--- src/rtl/riscv_defs_pkg.sv ---
// Shared writeback types: register index width, source-select enum,
// buffered result entry and the pending-producer match helper.
package riscv_defs_pkg;

  localparam int REG_IDX_W = 5;
  localparam int XLEN      = 32;

  typedef logic [REG_IDX_W-1:0] reg_idx_t;
  typedef logic [XLEN-1:0]      xword_t;

  typedef enum logic [1:0] {
    SRC_NONE,
    SRC_EXEC,
    SRC_LSU,
    SRC_MULDIV
  } src_e;

  typedef struct packed {
    reg_idx_t idx;
    xword_t   value;
  } wb_entry_t;

  // One-hot pending-producer match, newest first.
  localparam int PM_EXEC   = 0;
  localparam int PM_LSU    = 1;
  localparam int PM_MULDIV = 2;
  localparam int PM_OUT    = 3;

  function automatic logic [3:0] pend_match(
    input reg_idx_t src,
    input reg_idx_t exec_idx,
    input logic     lsu_full,
    input reg_idx_t lsu_idx,
    input logic     md_full,
    input reg_idx_t md_idx,
    input logic     out_en,
    input reg_idx_t out_idx
  );
    logic [3:0] m;
    m = '0;
    if (src != '0) begin
      if (exec_idx == src)
        m[PM_EXEC] = 1'b1;
      else if (lsu_full && lsu_idx == src)
        m[PM_LSU] = 1'b1;
      else if (md_full && md_idx == src)
        m[PM_MULDIV] = 1'b1;
      else if (out_en && out_idx == src)
        m[PM_OUT] = 1'b1;
    end
    return m;
  endfunction

endpackage

--- src/rtl/riscv_wb_buffer.sv ---
// One-entry writeback buffer with cancel and saturating wait counter.
// Ports: push_i/entry_i load, grant_i/cancel_i clear, full_o, entry_o, wait_o.
module riscv_wb_buffer
  import riscv_defs_pkg::*;
(
  input  logic      clk_i,
  input  logic      rst_i,
  input  logic      push_i,
  input  wb_entry_t entry_i,
  input  logic      grant_i,
  input  logic      cancel_i,
  output logic      full_o,
  output wb_entry_t entry_o,
  output logic [3:0] wait_o
);

  // push only happens while empty, grant/cancel only while full,
  // so the branches below never compete.
  always_ff @(posedge clk_i or posedge rst_i) begin
    if (rst_i) begin
      full_o  <= 1'b0;
      entry_o <= '0;
      wait_o  <= '0;
    end else if (push_i) begin
      full_o  <= 1'b1;
      entry_o <= entry_i;
      wait_o  <= '0;
    end else if (grant_i || cancel_i) begin
      full_o  <= 1'b0;
      wait_o  <= '0;
    end else if (full_o && wait_o != 4'd15) begin
      wait_o  <= wait_o + 4'd1;
    end
  end

endmodule

--- src/rtl/riscv_wb_arbiter.sv ---
// Register-file write-port arbiter: exec > buffered LSU/MULDIV (round-robin),
// starvation stall, RAW hazard/bypass. Optional macro: WB_ARB_BYPASS_EN.
module riscv_wb_arbiter
  import riscv_defs_pkg::*;
#(
  parameter int STARVE_LIMIT = 4
) (
  input  logic        clk_i,
  input  logic        rst_i,
  input  logic [4:0]  exec_idx_i,
  input  logic [31:0] exec_value_i,
  input  logic        lsu_valid_i,
  input  logic [4:0]  lsu_idx_i,
  input  logic [31:0] lsu_value_i,
  output logic        lsu_ready_o,
  input  logic        muldiv_valid_i,
  input  logic [4:0]  muldiv_idx_i,
  input  logic [31:0] muldiv_value_i,
  output logic        muldiv_ready_o,
  output logic        rf_wr_en_o,
  output logic [4:0]  rf_wr_idx_o,
  output logic [31:0] rf_wr_value_o,
  input  logic [4:0]  ra_idx_i,
  input  logic [4:0]  rb_idx_i,
  output logic        hazard_o,
  output logic        byp_ra_valid_o,
  output logic [31:0] byp_ra_value_o,
  output logic        byp_rb_valid_o,
  output logic [31:0] byp_rb_value_o,
  output logic        stall_o
);

  localparam logic [3:0] LIMIT = 4'(STARVE_LIMIT);

  logic       lsu_full, md_full;
  wb_entry_t  lsu_q, md_q;
  logic [3:0] lsu_wait, md_wait;
  logic       exec_wr;
  logic       lsu_acc, md_acc;
  logic       lsu_push, md_push;
  logic       lsu_cancel, md_cancel;
  logic       lsu_grant, md_grant;
  src_e       grant_sel;
  src_e       last_q;

  assign exec_wr = exec_idx_i != '0;

  assign lsu_ready_o    = ~lsu_full;
  assign muldiv_ready_o = ~md_full;

  // idx 0 transfers complete the handshake but are never stored.
  assign lsu_acc = lsu_valid_i & ~lsu_full & (lsu_idx_i != '0);
  assign md_acc  = muldiv_valid_i & ~md_full & (muldiv_idx_i != '0);

  // Same-cycle arrivals to one rd: MULDIV entry wins.
  assign lsu_push = lsu_acc & ~(md_acc & (muldiv_idx_i == lsu_idx_i));
  assign md_push  = md_acc;

  // Older buffered results overwritten by a newer producer are dropped.
  assign lsu_cancel = lsu_full &
    ((exec_wr & (exec_idx_i == lsu_q.idx)) |
     (md_push & (muldiv_idx_i == lsu_q.idx)));
  assign md_cancel = md_full &
    ((exec_wr & (exec_idx_i == md_q.idx)) |
     (lsu_push & (lsu_idx_i == md_q.idx)));

  always_comb begin
    grant_sel = SRC_NONE;
    if (exec_wr)
      grant_sel = SRC_EXEC;
    else if (lsu_full && md_full)
      grant_sel = (last_q == SRC_LSU) ? SRC_MULDIV : SRC_LSU;
    else if (lsu_full)
      grant_sel = SRC_LSU;
    else if (md_full)
      grant_sel = SRC_MULDIV;
  end

  assign lsu_grant = grant_sel == SRC_LSU;
  assign md_grant  = grant_sel == SRC_MULDIV;

  riscv_wb_buffer u_lsu_buf (
    .clk_i    (clk_i),
    .rst_i    (rst_i),
    .push_i   (lsu_push),
    .entry_i  ('{idx: lsu_idx_i, value: lsu_value_i}),
    .grant_i  (lsu_grant),
    .cancel_i (lsu_cancel),
    .full_o   (lsu_full),
    .entry_o  (lsu_q),
    .wait_o   (lsu_wait)
  );

  riscv_wb_buffer u_md_buf (
    .clk_i    (clk_i),
    .rst_i    (rst_i),
    .push_i   (md_push),
    .entry_i  ('{idx: muldiv_idx_i, value: muldiv_value_i}),
    .grant_i  (md_grant),
    .cancel_i (md_cancel),
    .full_o   (md_full),
    .entry_o  (md_q),
    .wait_o   (md_wait)
  );

  // Round-robin pointer only moves on a real tie.
  always_ff @(posedge clk_i or posedge rst_i) begin
    if (rst_i)
      last_q <= SRC_MULDIV;
    else if (lsu_full && md_full && !exec_wr)
      last_q <= grant_sel;
  end

  always_ff @(posedge clk_i or posedge rst_i) begin
    if (rst_i) begin
      rf_wr_en_o    <= 1'b0;
      rf_wr_idx_o   <= '0;
      rf_wr_value_o <= '0;
    end else begin
      rf_wr_en_o <= grant_sel != SRC_NONE;
      unique case (grant_sel)
        SRC_EXEC: begin
          rf_wr_idx_o   <= exec_idx_i;
          rf_wr_value_o <= exec_value_i;
        end
        SRC_LSU: begin
          rf_wr_idx_o   <= lsu_q.idx;
          rf_wr_value_o <= lsu_q.value;
        end
        SRC_MULDIV: begin
          rf_wr_idx_o   <= md_q.idx;
          rf_wr_value_o <= md_q.value;
        end
        default: ;
      endcase
    end
  end

  assign stall_o = (lsu_wait >= LIMIT) | (md_wait >= LIMIT);

  logic [3:0] ra_m, rb_m;

  assign ra_m = pend_match(ra_idx_i, exec_idx_i,
    lsu_full, lsu_q.idx, md_full, md_q.idx,
    rf_wr_en_o, rf_wr_idx_o);
  assign rb_m = pend_match(rb_idx_i, exec_idx_i,
    lsu_full, lsu_q.idx, md_full, md_q.idx,
    rf_wr_en_o, rf_wr_idx_o);

`ifdef WB_ARB_BYPASS_EN
  function automatic xword_t pick(
    input logic [3:0] m,
    input xword_t     ex_v,
    input xword_t     lsu_v,
    input xword_t     md_v,
    input xword_t     out_v
  );
    xword_t v;
    v = '0;
    unique case (1'b1)
      m[PM_EXEC]:   v = ex_v;
      m[PM_LSU]:    v = lsu_v;
      m[PM_MULDIV]: v = md_v;
      m[PM_OUT]:    v = out_v;
      default:      v = '0;
    endcase
    return v;
  endfunction

  assign hazard_o       = 1'b0;
  assign byp_ra_valid_o = |ra_m;
  assign byp_rb_valid_o = |rb_m;
  assign byp_ra_value_o = pick(ra_m, exec_value_i,
    lsu_q.value, md_q.value, rf_wr_value_o);
  assign byp_rb_value_o = pick(rb_m, exec_value_i,
    lsu_q.value, md_q.value, rf_wr_value_o);
`else
  assign hazard_o       = (|ra_m) | (|rb_m);
  assign byp_ra_valid_o = 1'b0;
  assign byp_rb_valid_o = 1'b0;
  assign byp_ra_value_o = '0;
  assign byp_rb_value_o = '0;
`endif

endmodule

--- config.mk ---
export PLATFORM = sky130hd
export DESIGN_NAME = riscv_wb_arbiter
export DESIGN_NICKNAME = d
export VERILOG_FILES = /design/src/rtl/riscv_defs_pkg.sv /design/src/rtl/riscv_wb_buffer.sv /design/src/rtl/riscv_wb_arbiter.sv
export SDC_FILE = /design/constraint.sdc
export NUM_CORES = 1
export LEC_CHECK = 0
export ABC_AREA = 1
export BUFFER_PORTS_ARGS = -buffer_cell sky130_fd_sc_hd__buf_2
export CAP_MARGIN = 5
export CELL_PAD_IN_SITES_DETAIL_PLACEMENT = 2
export CELL_PAD_IN_SITES_GLOBAL_PLACEMENT = 2
export CORE_ASPECT_RATIO = 1.25
export CORE_MARGIN = 10
export CORE_UTILIZATION = 27
export DETAILED_ROUTE_END_ITERATION = 10
export HOLD_SLACK_MARGIN = 0.15
export PLACE_DENSITY_LB_ADDON = 0.1
export RECOVER_POWER = 25
export SLEW_MARGIN = 20
export SYNTH_ARGS = -nofsm -noshare
export SYNTH_HDL_FRONTEND = slang
export SYNTH_HIERARCHICAL = 1
export SYNTH_SLANG_ARGS = --single-unit
export TNS_END_PERCENT = 50
--- constraint.sdc ---
create_clock -name clk_i -period 1.8 [get_ports clk_i]
set_input_delay 0.18 -clock clk_i [delete_from_list [all_inputs] [get_ports clk_i]]
set_output_delay 0.18 -clock clk_i [all_outputs]
set_load 0.01 [all_outputs]
# --- After elaboration in Yosys (flattened, before gate mapping) ---
# Cells that the tools add are included.
word_totals:
  regBits: 124
  input_bits: 125
  output_inout_bits: 108
  word_cells: 113
op_classes:
  n_addsub: 2
  order_cmp: 2
  eq_ne: 19
  mux: 33
  bitwise: 19
  reduce_logical: 26
op_table:
  columns: ["op", "n"]
  rows:
  - ["32-bit one-hot mux with 3 select lines", 1]
  - ["5-bit == test", 13]
  - ["4-bit 2-to-1 mux", 8]
  - ["5-bit nonzero test", 5]
  - ["1-bit 2-to-1 mux", 15]
  - ["5-bit one-hot mux with 3 select lines", 1]
  - ["1-bit AND", 12]
  - ["2-bit 2-to-1 mux", 6]
  - ["1-bit logical AND", 10]
  - ["3-bit nonzero test", 3]
  - ["4-bit by 1-bit adder with 4-bit output, second input constant", 2]
  - ["4-bit by 3-bit greater-or-equal comparator with 1-bit output, second input constant", 2]
  - ["4-bit inequality test, second input constant", 2]
  - ["4-bit OR reduction", 2]
  - ["2-bit == test, second input constant", 3]
  - ["3-bit 2-to-1 mux", 2]
  - ["2-bit nonzero test", 3]
  - ["1-bit bitwise OR", 4]
  - ["1-bit inverter", 3]
  - ["2-bit by 1-bit == test with 1-bit output, second input constant", 1]
  - ["1-bit logical OR", 2]
  - ["1-bit zero test", 1]

# --- Depth between registers and ports, before layout ---
logic_depth:
  word_depth: 12
  ltp_mapped: 14
  mapped_depth_nobuf: 14

# --- By module ---
# The synthesis kept the hierarchy.
by_module_without_submodules:
  columns: ["module", "instances", "cells_per_inst", "area_per_inst_um2", "seq_area_each_um2"]
  rows:
  - ["riscv_wb_arbiter", 1, 615, 3804.9, 1003.5]
  - ["riscv_wb_buffer", 2, 195, 1674.1, 1051.0]

# --- Least setup slack after synthesis ---
# OpenSTA, ideal clock, no wires.
synth_path:
  kind: "flip-flop to flip-flop"
  from: "reg last_q[1]"
  to: "reg u_md_buf.wait_o[2]"
  setup_time_ns: 0.076
  arrival_time_ns: 1.510
  setup_slack_ns: 0.213
  path_stages_with_launch: 13
  synth_period_minus_slack_ns: 1.587
  path_cell_list: "dfstp_2 inv_1 o21ai_0 nand2_1 nor2_1 buf_4 buf_6 nor2_1 nand2_1 inv_2 nand2_1 nand2_1 o21ai_1"
synth_via:
  elab_chain_len: 8
synth_lines:
  columns: ["element", "line", "rtl"]
  rows:
  - ["start: declaration", "riscv_wb_arbiter.sv:44", "src_e last_q;"]
  - ["start signal: assignment", "riscv_wb_arbiter.sv:111", "last_q <= grant_sel;"]
  - ["2-bit == test (*)", "riscv_wb_arbiter.sv:72", "grant_sel = (last_q == SRC_LSU) ? SRC_MULDIV : SRC_LSU;"]
  - ["1-bit 2-to-1 mux (*)", "riscv_wb_arbiter.sv:72", null]
  - ["2-bit 2-to-1 mux (*)", "riscv_wb_arbiter.sv:71", "else if (lsu_full && md_full)"]
  - ["2-bit 2-to-1 mux (*)", "riscv_wb_arbiter.sv:69", "if (exec_wr)"]
  - ["2-bit == test (*)", "riscv_wb_arbiter.sv:80", "assign md_grant = grant_sel == SRC_MULDIV;"]
  - ["named net md_grant", "riscv_wb_arbiter.sv:42", "logic lsu_grant, md_grant;"]
  - ["1-bit logical OR (*)", "riscv_wb_buffer.sv:28", "end else if (grant_i || cancel_i) begin"]
  - ["4-bit 2-to-1 mux", "riscv_wb_buffer.sv:28", null]
  - ["4-bit 2-to-1 mux", "riscv_wb_buffer.sv:24", "end else if (push_i) begin"]
  - ["end signal: assignment", "riscv_wb_buffer.sv:32", "wait_o <= wait_o + 4'd1;"]
  - ["end: declaration", "riscv_wb_buffer.sv:14", "output logic [3:0] wait_o"]
# Mark *: on every way through the listed nets, which the timed path passes. The rest lies on a longest branch.
# A chain may end at the register's enable or synchronous reset.

# --- Worst setup path in the final report ---
layout_path:
  from: "reg u_md_buf/entry_o[32] (netlist bit)"
  to: "out hazard_o"
layout_via:
  elab_chain_len: 8
layout_lines:
  columns: ["element", "line", "rtl"]
  rows:
  - ["start: declaration", "riscv_wb_buffer.sv:13", "output wb_entry_t entry_o,"]
  - ["start signal: assignment", "riscv_wb_buffer.sv:26", "entry_o <= entry_i;"]
  - ["5-bit == test", "riscv_defs_pkg.sv:46", "else if (md_full && md_idx == src)"]
  - ["1-bit logical AND", "riscv_defs_pkg.sv:46", null]
  - ["1-bit 2-to-1 mux", "riscv_defs_pkg.sv:46", null]
  - ["2-bit 2-to-1 mux", "riscv_defs_pkg.sv:44", "else if (lsu_full && lsu_idx == src)"]
  - ["3-bit 2-to-1 mux", "riscv_defs_pkg.sv:42", "if (exec_idx == src)"]
  - ["4-bit 2-to-1 mux", "riscv_defs_pkg.sv:41", "if (src != '0) begin"]
  - ["4-bit OR reduction", "riscv_wb_arbiter.sv:178", "assign hazard_o = (|ra_m) | (|rb_m);"]
  - ["1-bit bitwise OR (*)", "riscv_wb_arbiter.sv:178", null]
  - ["end: declaration", "riscv_wb_arbiter.sv:25", "output logic hazard_o,"]
# Mark *: on every way between the ends. The rest lies on a longest branch, timed or not.

==> results.json <==
{
  "ir_drop_uv": 700,
  "p_clk_share_pct": 29.3,
  "fp.dieW_um": 166,
  "synth-seq-area-share_pct": 43.4,
  "worstPathRequired_ns": 1.62,
  "num_rows": 66,
  "synth_top_flop_cell": "dfrtp_1",
  "power.switching_uw": 4750,
  "synthesis.area_um2": 7150,
  "ant_nets": 0,
  "grt_max_degree": 41,
  "fmax_mhz": 529,
  "first_global_vias": 8923,
  "coreArea_um2": 26100,
  "avgSynthCellArea_um2": 7.12,
  "powerDensity_nw_per_um2": 1220,
  "start_kind": "register",
  "final_cell_mix": "nand2_1 (510), buf_2 (162), dfrtp_1 (111)",
  "finalSetupViolCount": 6,
  "synthAdderAreaFrac_pct": 0.350,
  "first_pass_iters": 4,
  "gp_congestion": 0.844,
  "nets": 1456,
  "p_leak_uw": 0.00559,
  "clock-sinks": 124,
  "final_area_um2": 10600,
  "cts_tree": "built",
  "drive_gt1_share_pct": 25.4,
  "synth_xor_area_share_pct": 3.18,
  "p_int_uw": 8160,
  "max_slew_margin_pct": 16.9,
  "setup_ws_ns": -0.0902,
  "io_pins": 233,
  "finalMaxSlewViolations": 0,
  "drt_iter0_markers": 265,
  "dp_hpwl_mm": 22.2,
  "endpoint_kind": "output pin",
  "hp-class": "primary input to register",
  "wl_per_cell_um": 20.0,
  "post-route-period-util_pct": 105,
  "cts_root_buf": "clkbuf_16",
  "sw_frac_of_total_pct": 36.8,
  "ys_types": 30,
  "skew_ns": 0.0131,
  "seqPwrFrac_pct": 34.8,
  "dieArea_um2": 33400,
  "clockBufferDepth": 2,
  "critPathArrivalTime_ns": 1.71,
  "synth_compound_area_share_pct": 2.36,
  "syn_inst": 1005,
  "layout_min_cycle_time_ns": 1.89,
  "power_uw": 12900,
  "antenna_found_initial": 0,
  "path_max_fanout": 3,
  "io_buffers": 166,
  "comb_power_share_pct": 35.9,
  "clkTransAtPathRegs_ns": 0.06,
  "num_vias": 7550,
  "grt_pass1_wl_mm": 50.4,
  "wl_mm": 33.6,
  "synth-edff-count": 0,
  "ys_warn_count": 6,
  "placedInstanceArea_um2": 8430,
  "criticalPathCategory": "register to output pin",
  "layout_commonest_cell": "nand2_1",
  "cap_violations": 0,
  "gr-total-overflow": 0,
  "setup-tns-final_ns": -0.225,
  "worst_slew_pin_slew_ns": 1.25,
  "start_util_pct": 27.4,
  "grt_setup_unrepaired": "yes",
  "cts_buffers": 17,
  "htree_levels": 4,
  "async_reset_ff_share_pct": 100,
  "via_per_inst": 4.49,
  "antennaDiodeCount": 0,
  "outcome": "finished, violations left",
  "synthToLayoutAreaGrowth_pct": 48.1,
  "yosys.area_share.simple_pct": 36.7,
  "clock_latency_ns": 0.43,
  "drc": 0,
  "grtUsageTotal_pct": 19.5,
  "synth_top_family_by_area": "simple AND/OR/NAND/NOR gates",
  "ys_seq_elements": 124,
  "final-hold-violation-count": 0,
  "die_h_um": 202,
  "violations": "setup timing",
  "synth_mux_area_share_pct": 0
}
worst max-delay path, cell delays in order (launching register included):
cell	delay (ns)
dfrtp_2	0.43
buf_6	0.13
xor2_2	0.15
nor2_1	0.06
nand3_1	0.12
nand2_1	0.07
o21ai_1	0.13
nand2_1	0.06
buf_2	0.13
repair_timing:
item	CTS	global route
buffers inserted	9	10
gates resized for setup	27	52
hold buffers	111	1
gates cloned	0	4
pin swaps	5	31
setup endpoints to repair	2	93
hold endpoints to repair	213	1
sequential cells by signal (all words and copies together), names as in the netlist:
name / count
rf_wr_idx_o: 5
last_q: 2
u_lsu_buf/entry_o: 37
u_md_buf/wait_o: 4
u_lsu_buf/wait_o: 4
u_md_buf/full_o: 1
u_lsu_buf/full_o: 1
rf_wr_en_o: 1
rf_wr_value_o: 32
u_md_buf/entry_o: 37
cell type report:
type                    count  area, um^2
clock buffers              22         474
clock inverters            10         163
fillers                  3127       15500
inverters                  56         218
multi-input cells         781        3460
flip-flops and latches    124        3120
well taps                 340         425
repair buffers            349        2730
cell families after synthesis:
logic type | Yosys count
adders and majority gates | 2
xor gates and xnor gates | 26
buffers and inverters | 165
and+or+nand+nor | 654
AOI/OAI and AO/OA | 33
DFF | 124
other | 1
Yosys cell counts (7+ instances only):
cell type / count / area (um^2)
nand2_1: 518 / 1940
dfrtp_1: 122 / 3050
buf_4: 77 / 578
nand3_1: 51 / 255
inv_1: 50 / 188
nor2_1: 49 / 184
o21ai_0: 22 / 110
buf_2: 16 / 80.1
xnor2_1: 15 / 131
nand4_1: 13 / 81.3
nand2_2: 11 / 68.8
xor2_1: 11 / 96.3
clkbuf_1: 8 / 30.0
buf_6: 7 / 78.8
worst paths after layout:
| check | start | endpoint | slack, ns | cells after the start |
|---|---|---|---|---|
| worst min register to register | last_q[0] | last_q[0] | 0.46 | 2 |
| worst min-delay path | exec_idx_i[1] | rf_wr_idx_o[1] | 0.24 | 3 |
| min in group asynchronous | rst_i | u_lsu_buf/entry_o[10] | 0.44 | 3 |
| worst max register to register | u_lsu_buf/entry_o[33] | u_lsu_buf/wait_o[2] | -0.07 | 11 |
| max in group asynchronous | rst_i | u_md_buf/entry_o[32] | 0.19 | 4 |
| worst max-delay path | u_md_buf/entry_o[32] | hazard_o | -0.09 | 8 |
layer usage:
| metal | GRT usage, % | routed length (um) | vias to the layer above |
|---|---|---|---|
| li1 | - | - | 3588 |
| met1 | 20.9 | 13000 | 3768 |
| met2 | 36.9 | 18600 | 175 |
| met3 | 4.19 | 1500 | 19 |
| met4 | 5.21 | 437 | 0 |
| met5 | 0 | 0 | - |
power groups by stage:
stage	combinational, uW	clock (uW)	sequential (uW)
after floorplan	2350	0	4330
after global placement	3640	0	4500
after detailed placement	3750	0	4540
after CTS	4270	3850	4490
after global routing	5180	3970	4630
final	4630	3780	4490
through the flow:
stage | setup slack (ns) | utilization [%] | cells | hold slack, ns
CTS | -0.108 | 39.4 | 1672 | 0.156
global route | -0.198 | 40.6 | 1682 | 0.231
floorplan | 0.213 | - | 1070 | 0.292
finish | -0.0902 | 40.6 | 1682 | 0.241
detailed placement | -0.119 | 32.3 | 1520 | 0.262
global placement | -0.0487 | 32.3 | 1520 | 0.250
No activity file was read; power rests on OpenSTA's default activity.
